File: src/rtl/board_ctrl.sv
// rtl/board_ctrl.sv - move sequencer for the 16-cell 4-bit sliding-puzzle board memory
module board_ctrl #(
  parameter int CNT_W = 10
) (
  input  logic             clk,
  input  logic             rst_n,
  input  logic             init_req,
  input  logic             move_valid,
  input  logic [1:0]       move_dir,
  output logic             move_ready,
  output logic             done,
  output logic             illegal,
  output logic             solved,
  output logic [3:0]       blank_pos,
  output logic [CNT_W-1:0] move_count,
  output logic [3:0]       mem_addr,
  output logic [3:0]       mem_wdata,
  output logic             mem_we,
  input  logic [3:0]       mem_rdata
);

  typedef enum logic [3:0] {BOOT, INIT, IDLE, ILL, RD, WR_B, WR_N, SCAN, DONE} state_t;

  state_t     state, state_nx;
  logic [3:0] idx;
  logic [3:0] nbr;
  logic [3:0] tile;
  logic       mism;
  logic       legal;
  logic [3:0] nbr_nx;
  logic [3:0] solved_val;
  logic       cell_bad;

  // Solved layout is idx+1 with 15 wrapping to 0, which 4-bit addition does for free.
  assign solved_val = idx + 4'd1;
  assign cell_bad   = (mem_rdata != solved_val);

  assign move_ready = (state == IDLE) && !init_req;
  assign done       = (state == DONE);
  assign illegal    = (state == ILL);

  always_comb begin
    legal  = 1'b0;
    nbr_nx = blank_pos;
    case (move_dir)
      2'b00: begin legal = (blank_pos[3:2] != 2'd0); nbr_nx = blank_pos - 4'd4; end
      2'b01: begin legal = (blank_pos[3:2] != 2'd3); nbr_nx = blank_pos + 4'd4; end
      2'b10: begin legal = (blank_pos[1:0] != 2'd0); nbr_nx = blank_pos - 4'd1; end
      default: begin legal = (blank_pos[1:0] != 2'd3); nbr_nx = blank_pos + 4'd1; end
    endcase
  end

  always_comb begin
    state_nx  = state;
    mem_addr  = 4'd0;
    mem_wdata = 4'd0;
    mem_we    = 1'b0;
    case (state)
      BOOT: state_nx = INIT;
      INIT: begin
        mem_addr  = idx;
        mem_wdata = solved_val;
        mem_we    = 1'b1;
        if (idx == 4'd15) state_nx = DONE;
      end
      IDLE: begin
        if (init_req)        state_nx = INIT;
        else if (move_valid) state_nx = legal ? RD : ILL;
      end
      ILL:  state_nx = IDLE;
      RD: begin
        mem_addr = nbr;
        state_nx = WR_B;
      end
      WR_B: begin
        mem_addr  = blank_pos;
        mem_wdata = tile;
        mem_we    = 1'b1;
        state_nx  = WR_N;
      end
      WR_N: begin
        mem_addr = nbr;
        mem_we   = 1'b1;
        state_nx = SCAN;
      end
      SCAN: begin
        mem_addr = idx;
        if (idx == 4'd15) state_nx = DONE;
      end
      DONE:    state_nx = IDLE;
      default: state_nx = BOOT;
    endcase
  end

  always_ff @(posedge clk or negedge rst_n) begin
    if (!rst_n) begin
      state      <= BOOT;
      idx        <= 4'd0;
      nbr        <= 4'd0;
      tile       <= 4'd0;
      mism       <= 1'b0;
      blank_pos  <= 4'd15;
      move_count <= '0;
      solved     <= 1'b0;
    end else begin
      state <= state_nx;
      case (state)
        INIT: begin
          idx <= idx + 4'd1;
          if (idx == 4'd15) begin
            blank_pos  <= 4'd15;
            move_count <= '0;
            solved     <= 1'b1;
          end
        end
        IDLE: begin
          idx <= 4'd0;
          if (!init_req && move_valid && legal) nbr <= nbr_nx;
        end
        RD:   tile <= mem_rdata;
        WR_N: begin
          blank_pos <= nbr;
          if (move_count != '1) move_count <= move_count + 1'b1;
          mism <= 1'b0;
          idx  <= 4'd0;
        end
        SCAN: begin
          idx  <= idx + 4'd1;
          mism <= mism | cell_bad;
          if (idx == 4'd15) solved <= !(mism | cell_bad);
        end
        default: idx <= 4'd0;
      endcase
    end
  end

endmodule
File: config.mk
export PLATFORM = sky130hd
export DESIGN_NAME = board_ctrl
export DESIGN_NICKNAME = d
export VERILOG_FILES = /design/src/rtl/board_ctrl.sv
export SDC_FILE = /design/constraint.sdc
export NUM_CORES = 1
export LEC_CHECK = 0
export ABC_AREA = 0
export CAP_MARGIN = 10
export CORE_ASPECT_RATIO = 1.2
export CORE_MARGIN = 5
export CORE_UTILIZATION = 50
export DETAILED_ROUTE_END_ITERATION = 6
export DONT_BUFFER_PORTS = 1
export PLACE_DENSITY = 0.68
export SYNTH_ARGS = -nofsm -noshare
export SYNTH_HDL_FRONTEND = slang
export SYNTH_SLANG_ARGS = --single-unit
File: constraint.sdc
create_clock -name clk -period 2.6 [get_ports clk]
set_input_delay 0.39 -clock clk [delete_from_list [all_inputs] [get_ports clk]]
set_output_delay 0.39 -clock clk [all_outputs]
set_load 0.01 [all_outputs]
* Word level (Yosys, flattened, before mapping)
Cells that the tools add are included.
Word-level totals: register bits 32, input bits 10, output and inout port bits 27
Cells by class: add/subtract/negate cells 6, eq/ne operators 20, muxes and demuxes 20, bitwise operators 1, reductions and logical operators 21
Operators by type and width (count):
- $pmux W4 S7 | 1
- $pmux W4 S2 | 3
- $pmux W4 S3 | 2
- $mux W10 | 2
- $pmux W10 S2 | 1
- $eq A4 B3 Y1 const B | 4
- $mux W4 | 4
- $add A10 B1 Y10 const B | 1
- $ne A10 B10 Y1 const B | 1
- $ne A2 B2 Y1 const B | 5
- $reduce_bool A2 Y1 | 5
- $add A4 B1 Y4 const B | 2
- $eq A4 B2 Y1 const B | 2
- $eq A4 B4 Y1 const B | 2
- $reduce_and A2 Y1 | 3
- $reduce_and A3 Y1 | 2
- $reduce_or A2 Y1 | 3
- $add A4 B3 Y4 const B | 1
- $eq A4 B1 Y1 const B | 1
- $logic_not A4 Y1 | 1
- $ne A4 B4 Y1 | 1
- $pmux W1 S2 | 2
- $sub A4 B1 Y4 const B | 1
- $sub A4 B3 Y4 const B | 1
- 12 further kinds | 17

* Depth between registers and ports, before layout
Gate-level depths: netlist of run 1.
depth in word-level cells 6, gate-level depth with buffers 8, mapped depth without buffers 7

* Worst setup path before layout of run 1
Ideal clock, no wire load.
path type in2reg, from in move_dir[1], to reg nbr[2], setup time 125 ps, arrival time 1852 ps, slack 623 ps, stages on the path 8, path buffers 1, path through clkbuf_1 nand2b_1 xnor2_1 ha_1 or3_2 nand3_1 xor2_1 mux2_4
Between the ends: word-level cells in the longest chain between the ends 4, elaborated cells on any way between the ends 7, those cells by class 2 x eq/ne; 2 x mux; 3 x reduce/logical
RTL lines:
- from (decl) | RTL line 9 | input logic [1:0] move_dir,
- $eq A2 B2 Y1, or another cell as far along | RTL line 45 | case (move_dir)
- $pmux W1 S3 | RTL line 45
- $logic_and A1 B1 Y1 | RTL line 118 | if (!init_req && move_valid && legal) nbr <= nbr_nx;
- $reduce_and A2 Y1 (no line)
- to (signal assigned) | RTL line 118
- to (decl) | RTL line 26 | logic [3:0] nbr;
Parallel ways exist; a longest one is shown, timed or not. A chain may end at the register's enable or synchronous reset.

* Worst setup path after layout of run 1
from reg state[2], to out mem_addr[1]
Between the ends: word-level cells in the longest chain between the ends 3, elaborated cells on any way between the ends 8, those cells by class 5 x eq/ne; 1 x mux; 2 x reduce/logical
RTL lines:
- from (decl) | RTL line 24 | state_t state, state_nx;
- from (signal assigned) | RTL line 106 | state <= state_nx;
- $eq A4 B3 Y1 / $eq A4 B1 Y1 (equally long branches) | RTL line 58 | case (state)
- $reduce_or A2 Y1 (no line)
- $pmux W4 S3 * | RTL line 58
- to (decl) | RTL line 16 | output logic [3:0] mem_addr,
Every way passes the cells marked *; elsewhere a longest branch is shown, timed or not.

==> run_results.csv, run 1 <==
group,metric,value,unit
sta,max_slew.worst_pin.slew,0.7158,ns
clock_tree,cts_num_sinks,32,
critical_path,r2r_start,"blank_pos[0]",
die,placement_rows,24,
pwr,vdd_ir_drop_max,0.6444,mV
clock_tree,tritoncts.num_buffers,5,
synth,avg_synthesized_cell_area,9.664,µm²
grt,first_global_vias,1492,
synth,ys_seq_elements,32,
hold_path,worstHoldStart,"mem_rdata[2]",
detailed_routing,drt_iter0_drc,88,
pwr,power.static_leakage,0.9174,nW
sta,report.final.slew_viol_count,0,
critical_path,critPathRequiredTime,2.21,ns
finish,final-instance-count-excl-fill,256,
detailed_routing,post_drt_wl_per_cell,17.56,µm
detailed_routing,post_drt_via_cell_ratio,6.055,
clock_tree,cts.root.buffer_cell,"clkbuf_8",
run_status,outcome,"completed",
hold_path,timing.hold.worst.class,"input pin to register",
critical_path,category_of_the_most_critical_setup_path,"register to output pin",
synth,netlist_area,1923,µm²
grt,overflow,0,
die,core_area,3664,µm²
critical_path,cp_max_fo,15,
sta,final_critical_path_setup_slack,0.3254,ns
synth,synth_area_leader_cell,"dfrtp_1",
sta,setup_tns,0,ns
hold_path,worstHoldPathCells,1,
clock_tree,cts_hold_buf,2,
synth,synthesis.instances,199,
place,place_congestion,0.9084,
die,die_area,5192,µm²
synth,synth_top_area_share,36.43,%
critical_path,r2r_slack,0.63,ns
sta,slew_headroom,51.61,%
synth,ys_types,52,
die,floorplan.die.width,66.62,µm
detailed_routing,total_via_count_after_detailed_routing,1550,
clock_tree,cts_tree,"done",
flow_run,max_cap_violations,0,
finish,share_of_post_route_cells_with_drive_strength_above_1,14.22,%
grt,number_of_antenna_violations_at_the_first_check_in_global_routing,0,
place,placed_cells_incl_taps,246,
sta,timing.clock.skew,0.002621,ns
critical_path,start_kind,"register",
critical_path,worstReg2RegEnd,"nbr[0]",
grt,grt_first_pass_wirelength,7410,µm
die,die_h,77.94,µm
sta,final.period_utilization,87.48,%
clock_tree,clk_path_buf_depth,2,
finish,area_growth,8.914,%
synth,postSynthNetCount,212,
detailed_routing,dr.pass1.iters,4,
finish,num_antenna_cells,0,
grt,largest_net_degree_at_the_start_of_global_routing,33,
synth,postSynth.topFlopCell,"dfrtp_1",
critical_path,crit_arrival,1.88,ns
synth,synth.cells.most_frequent,"30 x nand2_1, 28 x dfrtp_1, 16 x nor2_1, 12 x a21oi_1",
finish,finalNetCount,216,
sta,finalSetupViolations,0,
sta,achievable_frequency,0.4396,GHz
synth,most_instantiated_library_cell_after_synthesis,"nand2_1",
sta,rsz_0062_raised_after_global_routing,"no",
detailed_routing,remaining_drc_errors,0,
critical_path,r2r_cells,4,
clock_tree,cts_clk_pin_slew_worst_paths,0.06,ns
finish,final.fill_count,341,
clock_tree,worstSkewPairLatency,0.28,ns
clock_tree,post-cts-setup-buffer-count,0,
detailed_routing,wirelength,4496,µm
place,place.port_buffers,0,
clock_tree,post_cts_resize_count,0,
synth,yosysSeqAreaShare,41.90,%
synth,synthTopCellsByArea,"dfrtp_1 36%, nand2_1 5.9%, dfstp_2 5.5%, mux2i_1 3.6%, a21oi_1 3.1%",
sta,finalCriticalPeriod,2.275,ns
place,hpwl,3322,µm
critical_path,worst_setup_path_end_kind,"output pin",
die,pin_count,37,
die,floorplan.initialDensity,52.49,%
synth,number_of_enable_flip_flop_cells_after_synthesis,0,
synth,async_flop_share,100.0,%
place,dpl_worst_slack,0.6424,ns
detailed_routing,ant_nets,0,
synth,synth.yosys.warnings,0,
pwr,power_density,1065,nW/µm²
sta,finalHoldViolations,0,
hold_path,worstHoldEndpoint,"tile[2]",
clock_tree,cts.htree.levels,2,
grt,grt.total_usage,18.47,%
[cell usage in the layout (no fill, tap or decap), types with 2 or more instances in the layout]
master     instances
nand2_1           30
dfrtp_1           28
nor2_1            16
a21oi_1           12
o21ai_0            7
mux2i_1            7
clkbuf_8           7
xor2_1             6
nand3_1            6
nand2b_1           5
xnor2_1            5
a32oi_1            4
nor3_1             4
a22o_1             4
and3_1             4
mux2_2             4
dfstp_2            4
or3_1              3
inv_1              3
mux2_4             3
ha_1               3
buf_4              3
nor4b_1            2
nand4_1            2
a2bb2oi_1          2
o31ai_1            2
[registers in the layout, indices dropped and copies added, names as in the netlist]
register    count
blank_pos       4
idx             4
mism            1
move_count     10
nbr             4
solved          1
state           4
tile            4
[critical path: stages (launching register included)]
cell and delay (ns):
dfrtp_1 0.62, xor2_1 0.18, nor3b_2 0.51, a32oi_1 0.12, nand2_1 0.16
[per-stage QoR]
stage / total power [mW] / instance area (µm²) / util, % / hold slack [ns]
after global placement: 1.762 / 1964 / 53.62 / 0.09542
after CTS: 2.237 / 2095 / 57.17 / 0.2501
final: 2.231 / 2095 / 57.17 / 0.2553
after floorplan: 1.587 / 1923 / - / 0.09441
after global routing: 2.393 / 2095 / 57.17 / 0.2456
after detailed placement: 1.802 / 1964 / 53.62 / 0.09612
[power breakdown]
part           switching [mW]  internal [mW]  total, mW
clock                   0.179          0.241      0.421
sequential              0.288          0.677      0.965
combinational           0.456          0.389      0.845
[layer usage]
layer	track usage (%)	wire length [µm]
met5	0	0
met4	6.098	36
met3	6.358	397
met2	28.57	2179
met1	24.01	1883
[worst max path at each step]
stage	from	to	slack, ns	depth (start not counted)
after global placement	blank_pos[1]	nbr[2]	0.69	6
after floorplan	move_dir[1]	nbr[2]	0.62	8
after global routing	state[2]	mem_addr[1]	0.18	4
after CTS	state[2]	mem_addr[3]	0.34	4
after detailed placement	blank_pos[1]	nbr[3]	0.64	4
final	state[2]	mem_addr[1]	0.33	4
[logic make-up after synthesis]
logic type               synth area share (%)
AO/OA/AOI/OAI                           14.12
XOR/XNOR                                6.246
multiplexers                            9.499
flip-flops                              41.90
AND/OR/NAND/NOR                         23.29
buffers and inverters                   2.993
adder cells (fa/ha/maj)                 1.952
[layout make-up]
class | count | area, µm² | area share, %
clock buffer | 8 | 100.1 | 4.779
inverter | 3 | 11.26 | 0.5376
multi-input combinational | 156 | 1060 | 50.60
sequential | 32 | 805.8 | 38.47
tap | 52 | 65.06 | 3.106
timing repair buffer | 5 | 52.55 | 2.509
(Power assumes the default switching activity.)
==> run 2, diff against run 1 <==
--- a/config.mk
+++ b/config.mk
@@ -13,6 +13,7 @@
 export DETAILED_ROUTE_END_ITERATION = 6
 export DONT_BUFFER_PORTS = 1
 export PLACE_DENSITY = 0.68
+export SETUP_SLACK_MARGIN = 0.05
 export SYNTH_ARGS = -nofsm -noshare
 export SYNTH_HDL_FRONTEND = slang
 export SYNTH_SLANG_ARGS = --single-unit
==> results of run 2 <==
Same layout as run 1: the final DEF is identical, and so are final timing and power.
==> run 3, diff against run 2 <==
--- a/config.mk
+++ b/config.mk
@@ -10,6 +10,7 @@
 export CORE_ASPECT_RATIO = 1.2
 export CORE_MARGIN = 5
 export CORE_UTILIZATION = 50
+export CTS_CLUSTER_DIAMETER = 60
 export DETAILED_ROUTE_END_ITERATION = 6
 export DONT_BUFFER_PORTS = 1
 export PLACE_DENSITY = 0.68
==> results of run 3 <==
Same layout as run 1: the final DEF is identical, and so are final timing and power.
